<file path="src/rtl/bayer_mosaic.sv">
// Re-mosaics a raster RGB stream into a single-channel Bayer raw stream.
// A 2-entry output buffer gives valid/ready flow control on both sides.
module bayer_mosaic #(
  parameter int width   = 320,
  parameter int height  = 240,
  parameter int PATTERN = 0
) (
  input  logic       clk,
  input  logic       reset_n,
  input  logic [7:0] iR,
  input  logic [7:0] iG,
  input  logic [7:0] iB,
  input  logic       iValid,
  output logic       oReady,
  output logic [7:0] oData,
  output logic       oValid,
  input  logic       iReady,
  output logic       oSof,
  output logic       oDone
);

  localparam int XW = (width  > 1) ? $clog2(width)  : 1;
  localparam int YW = (height > 1) ? $clog2(height) : 1;
  localparam logic [XW-1:0] XLAST = XW'(width - 1);
  localparam logic [YW-1:0] YLAST = YW'(height - 1);

  localparam logic [1:0] SEL_R = 2'd0;
  localparam logic [1:0] SEL_G = 2'd1;
  localparam logic [1:0] SEL_B = 2'd2;

  logic [XW-1:0] x;
  logic [YW-1:0] y;
  logic [1:0]    count;
  logic [9:0]    head;
  logic [9:0]    tail;
  logic [1:0]    parity;
  logic [1:0]    sel;
  logic [7:0]    sample;
  logic [9:0]    entry;
  logic          accept;
  logic          pop;

  assign oReady = (count < 2'd2);
  assign oValid = (count != 2'd0);
  assign {oSof, oDone, oData} = head;

  assign accept = iValid && oReady;
  assign pop    = oValid && iReady;
  assign parity = {y[0], x[0]};

  // CFA phase decides which channel each 2x2 site keeps
  always_comb begin
    sel = SEL_G;
    case (PATTERN)
      1: begin
        if (parity == 2'b01)      sel = SEL_R;
        else if (parity == 2'b10) sel = SEL_B;
      end
      2: begin
        if (parity == 2'b01)      sel = SEL_B;
        else if (parity == 2'b10) sel = SEL_R;
      end
      3: begin
        if (parity == 2'b00)      sel = SEL_B;
        else if (parity == 2'b11) sel = SEL_R;
      end
      default: begin
        if (parity == 2'b00)      sel = SEL_R;
        else if (parity == 2'b11) sel = SEL_B;
      end
    endcase
  end

  always_comb begin
    sample = iG;
    if (sel == SEL_R)      sample = iR;
    else if (sel == SEL_B) sample = iB;
  end

  assign entry = {(x == '0) && (y == '0), (x == XLAST) && (y == YLAST), sample};

  always_ff @(posedge clk or negedge reset_n) begin
    if (!reset_n) begin
      x <= '0;
      y <= '0;
    end else if (accept) begin
      if (x == XLAST) begin
        x <= '0;
        y <= (y == YLAST) ? '0 : y + 1'b1;
      end else begin
        x <= x + 1'b1;
      end
    end
  end

  // head drives the outputs directly, so it keeps its value while empty
  always_ff @(posedge clk or negedge reset_n) begin
    if (!reset_n) begin
      count <= 2'd0;
      head  <= '0;
      tail  <= '0;
    end else begin
      case (count)
        2'd0: begin
          if (accept) begin
            head  <= entry;
            count <= 2'd1;
          end
        end
        2'd1: begin
          if (accept && pop) begin
            head <= entry;
          end else if (accept) begin
            tail  <= entry;
            count <= 2'd2;
          end else if (pop) begin
            count <= 2'd0;
          end
        end
        default: begin
          if (pop) begin
            head  <= tail;
            count <= 2'd1;
          end
        end
      endcase
    end
  end

endmodule
</file>
<file path="config.mk">
export PLATFORM = sky130hd
export DESIGN_NAME = bayer_mosaic
export DESIGN_NICKNAME = d
export VERILOG_FILES = /design/src/rtl/bayer_mosaic.sv
export SDC_FILE = /design/constraint.sdc
export NUM_CORES = 1
export LEC_CHECK = 0
export ABC_AREA = 1
export CORE_MARGIN = 2
export CORE_UTILIZATION = 53
export CTS_BUF_LIST = sky130_fd_sc_hd__clkbuf_16
export CTS_CLUSTER_DIAMETER = 100
export DETAILED_ROUTE_END_ITERATION = 8
export PLACE_DENSITY = 0.88
export SLEW_MARGIN = 20
export SYNTH_ARGS = -nofsm -noshare
export SYNTH_HDL_FRONTEND = slang
export SYNTH_SLANG_ARGS = --single-unit
</file>
<file path="constraint.sdc">
create_clock -name clk -period 1.45 [get_ports clk]
set_input_delay 0.29 -clock clk [delete_from_list [all_inputs] [get_ports clk]]
set_output_delay 0.29 -clock clk [all_outputs]
set_load 0.1 [all_outputs]
</file>
; Yosys cells after proc, flatten, opt, wreduce, memory -nomap -nowiden
; Index checks and enable logic that the tools add are counted.
[op_classes]
mul = 0
shift = 0
bitwise = 1
addsub = 2
n_reduce_logical = 16
n_div = 0
n_eq_ne = 9
muxes = 16
magnitude_cmp = 1
[op_table]
columns = cell, n
row1 = two-way mux 10 bit, 3
row2 = two-way mux 8 bit, 3
row3 = case mux 10 bit (2 select lines), 1
row4 = two-way mux 2 bit, 7
row5 = adder 9 x 1 -> 9 bit (second input constant), 1
row6 = equality test 9 bit (second input constant), 1
row7 = logical NOT 9 bit, 1
row8 = two-way mux 9 bit, 1
row9 = adder 8 x 1 -> 8 bit (second input constant), 1
row10 = equality test 8 bit (second input constant), 1
row11 = logical NOT 8 bit, 1
row12 = logical NOT 2 bit, 3
row13 = inequality test 2 bit (second input constant), 3
row14 = AND reduction 3 bit, 2
row15 = logical AND 1 bit, 5
row16 = equality test 2 bit (second input constant), 2
row17 = case mux 2 bit (2 select lines), 1
row18 = AND reduction 4 bit, 1
row19 = inequality test 3 bit (second input constant), 1
row20 = nonzero test 3 bit, 1
row21 = equality test 2 x 1 -> 1 bit (second input constant), 1
row22 = less-than comparator 2 bit (second input constant), 1
row23 = AND reduction 2 bit, 1
row24 = nonzero test 2 bit, 1
row25 = NOT 1 bit, 1
[totals]
romBits = 0
latch_bits = 0
ram_bits = 0
word_cells = 50
mem_count = 0
in_bits = 28
register_bits = 39

; Logic depth before layout (Yosys ltp)
; Gate-level depths: netlist of the first run.
[depth]
word_depth = 8
ltp_mapped = 9
depth_no_buf = 8

; Least setup slack after synthesis of the first run
; No wires, ideal clock.
[synth_path]
path_kind = register -> register
start = register count[1]
end = register head[8]
period_less_slack_ps = 1468
setup_slack_ps = -18
t_arrival_ps = 1348
path_buffers = 2
path_stages_with_launch = 7
path_cell_list = dfrtp_1 -> buf_6 -> inv_8 -> buf_2 -> o21ai_0 -> nand2_1 -> nand2_1
[synth_via]
elab_chain_cells = 5
elab_cells_between_ends = 12
cone_classes = 1 x order compare / 3 x eq/ne / 1 x mux / 7 x reduce/logical
[synth_lines]
columns = element, line_no
row1 = "start, declared", 33  ; logic [1:0] count;
row2 = "start signal, assigned", 99  ; count <= 2'd0;
row3 = "start signal, assigned", 107  ; count <= 2'd1;
row4 = "start signal, assigned", 115  ; count <= 2'd2;
row5 = less-than comparator 2 bit (*), 43  ; assign oReady = (count < 2'd2);
row6 = named net oReady, 14  ; output logic oReady,
row7 = logical AND 1 bit (*), 47  ; assign accept = iValid && oReady;
row8 = logical AND 1 bit, 111  ; if (accept && pop) begin
row9 = inequality test 2 bit (no source line), -
row10 = AND reduction 3 bit (no source line) (*), -
row11 = "end signal, assigned", 106  ; head <= entry;
row12 = "end signal, assigned", 112  ; head <= entry;
row13 = "end signal, assigned", 122  ; head <= tail;
row14 = "end, declared", 34  ; logic [9:0] head;
; Mark *: on every way through the listed nets, which the timed path passes. The rest lies on a longest branch.
; A chain may end at the register's enable or synchronous reset.

; Worst setup path in the final report of the first run
[layout_path]
start = register count[1]
end = output port oValid
[layout_via]
elab_chain_cells = 1
[layout_lines]
columns = element, line_no
row1 = nonzero test 2 bit, 44  ; assign oValid = (count != 2'd0);
row2 = "end, declared", 16  ; output logic oValid,
; Every way passes these cells.

==> results.ini, run 1 <==
[status]
status=complete, but fails checks
violations=setup timing

[timing]
fin_crit_sh_pct=105.5
tightest_slew_ns=0.3655
hold_ws_ns=0.4487
skew_ns=0.006541
fmax_ghz=0.6539
min_period_ns=1.529
timing.final.ws_setup_ns=-0.07937
finalHoldViolCount=0
maxSlewHeadroom_pct=75.63
maxSlewViolCount=0
setup_tns_ns=-0.1101
setup_viol=3
rsz0062_at_grt=true

[worst_setup_path]
critPathLaunch=count[1]
r2r_slack_ns=0
cp-end-kind=output pin
crit_arrival_ns=1.24
cp_max_fo=4
worstSetupPathType=reg -> out
critPathLaunchType=register
r2r_start=y[0]
crit_path_end=oValid
rr_worst_depth=6
crit-reg2reg-capture=head[2]
required_ns=1.16

[global_routing]
grt_overflow=0
grt_max_degree=26
grt_pass1_vias=2204
grt_pass1_wl_um=9729
track_usage_pct=24.10
grt_antenna_before_repair=0

[layout]
final_common_cell=nand2_1
final_cell_mix=nand2_1, nor2_1, dfrtp_1, nand3_1, inv_1
final_layout_size_suffix_gt1_share_pct=20.00
antenna_cells=0
nNetsFinal=426
area_growth_pct=38.20
finalNonFillerCells=447
final_util_pct=76.20

[clock_network]
root_buffer=clkbuf_16
cts.clk_slew.worst_paths_ns=0.06
cts_sinks=39
ctsHtreeMaxLevel=2
clk_latency_ns=0.28
cts_buffer_depth=2
tritoncts=built
cts_buffers=5

[logic_synthesis]
ys_seq_area_share_pct=40.37
syn_area_mm2=0.002417
ys_ff_latch=39
syn_nets=362
netlist_top_cells_area=dfrtp_1, nand2_1, nand3_1, nor2_1, inv_1
syn_inst=330
ys_types=32
avgSynthCellArea_um2=7.325
synth_top_area_share_pct=40.37
ys.warnings.count=0
synth_top_area_cell=dfrtp_1

[detailed_routing]
drt-pass1-iter-count=7
first_iter_violations=282
viasPerCell=5.521
drcViolationCount=0
ant_nets=0
wl_um=6600
vias=2468
wl_per_cell_um=14.77

[pwr]
powerDensity_mw_per_mm2=1515
ir_drop_mv=1.162
p_leak_nw=1.681

[die]
die_width_um=71.54
fp.dieArea_mm2=0.005117
core_mm2=0.004384
die_y_um=71.54
num_rows=24
start_util_pct=55.14
num_io_pins=40

[worst_hold_path]
worstHoldPathType=in -> async

[placement]
dp_cells=431
place.gp.congestion=0.8952
io_buffers=39
post-place-ws_ns=-0.2165
dp_hpwl_um=4395

[run]
drv_cap=0

-- cell type report --
type	count	area [um^2]
Timing Repair Buffer	67	763.2
Fill cell	277	1044
Sequential cell	39	977.2
Inverter	36	145.1
Clock inverter	3	38.79
Clock buffer	5	125.1
Multi-Input combinational cell	245	1226
Tap cell	52	65.06
-- worst min-delay path by stage --
stage / to / startpoint
global placement: x[4] / reset_n
CTS: count[1] / reset_n
finish: count[1] / reset_n
floorplan: count[0] / reset_n
detailed placement: x[7] / reset_n
global route: head[8] / reset_n
-- cells in the mapped netlist, drive strengths merged --
library cell	instances
dfrtp	39
nand2	110
nand3	38
o22ai	1
a31oi	4
a21oi	8
xnor2	2
nor3	4
nor2	52
nand4	3
xor2	2
o21ai	12
ha	4
or2	4
buf	10
nand3b	1
inv	36
-- metal layers --
layer | up-vias | wire (um) | GRT usage [%] | part of all wire, %
li1 | 1165 | - | - | -
met5 | - | 0 | 0 | 0
met2 | 126 | 3356 | 39.40 | 51
met3 | 22 | 419 | 4.360 | 6.3
met1 | 1155 | 2647 | 31.90 | 40
met4 | 0 | 176 | 9.434 | 2.7
-- repair_timing --
| item | in CTS | in global routing |
|---|---|---|
| hold buffers | 1 | 0 |
| gates resized for setup | 1 | 17 |
| setup buffers | 3 | 4 |
| gates cloned | 0 | 1 |
| setup endpoints to repair | 2 | 22 |
| pin swaps | 0 | 4 |
| hold endpoints to repair | 14 | 0 |
-- power by group --
group	switching [mW]	leakage [nW]	internal, mW
Combinational	1.38	1.12	0.823
Sequential	0.276	0.482	1.34
Clock	0.440	0.0812	0.802
-- critical path: stages (launching register included) --
cell     delay (ns)
dfrtp_2        0.47
buf_12         0.15
nor2_4         0.11
inv_2          0.06
buf_12         0.16
-- kinds of logic (layout without fill, tap and decap cells) --
logic type      after synthesis  after routing  synth area share [%]
compound gates               25             25                 6.314
xor+xnor                      4              4                 1.450
fa+ha+maj                     4              4                 2.070
buf+inv                      46            111                 10.14
flops                        39             39                 40.37
simple gates                212            212                 39.65
-- flip-flops by register name, indices dropped and copies added, names as in the netlist --
register  flops
y             8
head         10
count         2
x             9
tail         10
-- metrics by stage --
step	power (mW)	area [um^2]
global placement	3.657	3063
finish	5.062	3341
CTS	4.984	3253
global route	5.261	3341
detailed placement	3.720	3063
floorplan	2.921	2420
Power figures use the tool's default switching activity.
==> run 2, diff against run 1 <==
--- a/config.mk
+++ b/config.mk
@@ -6,12 +6,13 @@
 export NUM_CORES = 1
 export LEC_CHECK = 0
 export ABC_AREA = 1
+export CORE_ASPECT_RATIO = 0.7
 export CORE_MARGIN = 2
 export CORE_UTILIZATION = 53
 export CTS_BUF_LIST = sky130_fd_sc_hd__clkbuf_16
 export CTS_CLUSTER_DIAMETER = 100
 export DETAILED_ROUTE_END_ITERATION = 8
-export PLACE_DENSITY = 0.88
+export PLACE_DENSITY = 0.79
 export SLEW_MARGIN = 20
 export SYNTH_ARGS = -nofsm -noshare
 export SYNTH_HDL_FRONTEND = slang
==> run 2 against run 1 <==
  * The run now ends clean
  * Clock power about the same
  * Register-to-register slack hardly changed
  * Worst hold slack better by 0.0054 ns
  * Cell area up 1.3%
  * Maximum frequency grew 5.6%
  * Global-route usage increased by 2.1 points
  * Final cell count rose by 1.1%
  * Critical path depth up 2
  * Combinational power about the same
  * Sequential share of layout area down 0.33 points
  * Power down 0.14%
  * Sequential power about the same
==> results.ini, run 2 (same netlist as run 1, synthesis figures left out) <==
[placement]
dp_hpwl_um=4519  ; was 4395 um
io_buffers=39  ; unchanged
place.gp.congestion=0.9217  ; was 0.8952
place_area_mm2=0.003082  ; was 0.003063 mm^2
post-place-ws_ns=-0.2127  ; was -0.2165 ns

[global_routing]
grt_pass1_wl_um=10400  ; was 9729 um
grt_antenna_before_repair=0  ; unchanged
grt.met1_usage_pct=35.47  ; was 31.90%
busiest_layer=met2  ; unchanged
grt_max_degree=26  ; unchanged
grt_pass1_vias=2302  ; was 2204
grt_use_met3_pct=4.898  ; was 4.360%
track_usage_pct=26.20  ; was 24.10%
grt_overflow=0  ; unchanged
grt.met2_usage_pct=43.87  ; was 39.40%

[status]
status=finished, final reports clean  ; was complete, but fails checks

[timing]
skew_ns=0.003319  ; was 0.006541 ns
rsz0062_at_grt=true  ; unchanged
min_period_ns=1.449  ; was 1.529 ns
maxSlewHeadroom_pct=74.89  ; was 75.63%
timing.final.ws_setup_ns=0.001124  ; was -0.07937 ns
fin_crit_sh_pct=99.92  ; was 105.5%
maxSlewViolCount=0  ; unchanged
fmax_ghz=0.6902  ; was 0.6539 GHz
finalHoldViolCount=0  ; unchanged
setup_viol=0  ; was 3
tightest_slew_ns=0.3766  ; was 0.3655 ns

[pwr]
ir_drop_mv=1.483  ; was 1.162 mV
p_leak_nw=1.702  ; was 1.681 nW
swShare_pct=41.23  ; was 41.33%
clockPowerShare_pct=24.7  ; was 24.5%
seqPwrFrac_pct=31.9  ; was 32.0%
powerDensity_mw_per_mm2=1494  ; was 1515 mW/mm^2
switchingPower_mw=2.084  ; was 2.092 mW
pwr-share-comb_pct=43.4  ; was 43.5%
total_power_mw=5.056  ; was 5.062 mW
internal_power_mw=2.971  ; was 2.970 mW

[worst_setup_path]
crit-reg2reg-capture=x[5]  ; was head[2]
cp_max_fo=5  ; was 4
worst_path_largest_cell_delay_ns=0.62  ; was 0.47 ns
cp-end-kind=register  ; was output pin
rr_worst_depth=7  ; was 6
path_cells=clkdlybuf4s50_1 > nand2_8 > nor3_1 > nand2_1 > nand3b_1 > nor2_1  ; was buf_12 > nor2_4 > inv_2 > buf_12
required_ns=1.63  ; was 1.16 ns
crit_arrival_ns=1.63  ; was 1.24 ns
cp_slowest_cell=clkdlybuf4s50_1  ; was dfrtp_2
r2r_start=count[1]  ; was y[0]
r2r_slack_ns=0.01  ; was 0 ns
critPathLaunchType=primary input  ; was register
worstSetupPathType=in -> reg  ; was reg -> out

[clock_network]
cts_buffer_depth=2  ; unchanged
cts.clk_slew.worst_paths_ns=0.06  ; about the same
tritoncts=built  ; unchanged
cts_buffers=5  ; unchanged
clk_latency_ns=0.28  ; about the same
cts_sinks=39  ; unchanged
ctsHtreeMaxLevel=2  ; unchanged
root_buffer=clkbuf_16  ; unchanged

[layout]
final_area_mm2=0.003383  ; was 0.003341 mm^2
final_cell_mix=nand2_1, nor2_1, nand3_1, dfrtp_1, inv_1  ; was nand2_1, nor2_1, dfrtp_1, nand3_1, inv_1
final_common_cell=nand2_1  ; unchanged
final_layout_size_suffix_gt1_share_pct=20.40  ; was 20.00%
antenna_cells=0  ; unchanged
nNetsFinal=428  ; was 426
area_growth_pct=39.96  ; was 38.20%
reg_top3=head (10), tail (10), x (9)  ; unchanged

[die]
die_width_um=84.72  ; was 71.54 um
fp.dieArea_mm2=0.005126  ; was 0.005117 mm^2
num_rows=20  ; was 24
die_y_um=60.51  ; was 71.54 um
num_io_pins=40  ; unchanged
core_mm2=0.004354  ; was 0.004384 mm^2
start_util_pct=55.52  ; was 55.14%

[worst_hold_path]
worstHoldPathType=in -> async  ; unchanged

[detailed_routing]
wl_um=6810  ; was 6600 um
first_iter_violations=193  ; was 282
drt-pass1-iter-count=5  ; was 7
drcViolationCount=0  ; unchanged
vias=2405  ; was 2468
wl_per_cell_um=15.07  ; was 14.77 um
viasPerCell=5.321  ; was 5.521
ant_nets=0  ; unchanged

[run]
drv_cap=0  ; unchanged

==> run 2: cell types whose count changed in the layout (fill, tap and decap cells not counted), sizes merged <==
cell  delta
buf      +2
==> run 2: metrics by stage <==
step / setup TNS (ns) / hold slack [ns] / utilization [%] / std cells
floorplan: 0 / -0.005591 / - / 330
global placement: -3.687 / 0.2230 / 70.78 / 436
detailed placement: -4.969 / 0.2226 / 70.78 / 436
CTS: 0 / 0.4612 / 75.49 / 447
global route: -0.1732 / 0.4941 / 77.70 / 452
finish: 0 / 0.4541 / 77.70 / 452
==> run 2: what timing repair did <==
action                                 in CTS  in global routing
pin swaps                                   0                  5
gates resized for setup                     5                 20
cloned                                      0                  1
endpoints found under the hold margin      14                  0
buffers inserted                            2                  4
hold buffers                                1                  0
setup endpoints to repair                   3                 21
==> run 2: how the worst max path moves through the flow <==
| stage | endpoint | slack [ns] | startpoint | cells past startpoint |
|---|---|---|---|---|
| detailed placement | y[4] | -0.21 | iValid | 8 |
| floorplan | oValid | 0.06 | count[1] | 3 |
| global route | tail[1] | -0.04 | x[0] | 6 |
| global placement | y[0] | -0.17 | iValid | 7 |
| CTS | oReady | 0.01 | count[1] | 3 |
| finish | x[5] | 0.001 | iValid | 6 |
==> run 2: area by class of cell <==
type / count / area, um^2
Fill cell: 307 / 970.9
Sequential cell: 39 / 978.4
Timing Repair Buffer: 69 / 793.3
Inverter: 36 / 145.1
Clock buffer: 5 / 125.1
Clock inverter: 3 / 38.79
Multi-Input combinational cell: 245 / 1234
Tap cell: 55 / 68.82
==> run 2: layer usage <==
metal	share of wire [%]	vias up	routed length, um
met1	44	1141	2985
met5	0	-	0
li1	-	1167	-
met2	49	85	3320
met3	5.4	12	370
met4	2.0	0	133
==> run 2: critical path, delay by kind of cell <==
kind,cells,cell delay [ns]
AND/OR/NAND/NOR,5,0.72
buffers and inverters,1,0.62
==> run 2: power by group through the flow <==
stage | clock network (mW) | logic (mW) | registers, mW
after floorplan | 0 | 0.774 | 2.15
after global placement | 0 | 2.05 | 1.60
after detailed placement | 0 | 2.10 | 1.61
after CTS | 1.24 | 2.14 | 1.60
after global routing | 1.29 | 2.34 | 1.64
final | 1.25 | 2.19 | 1.61
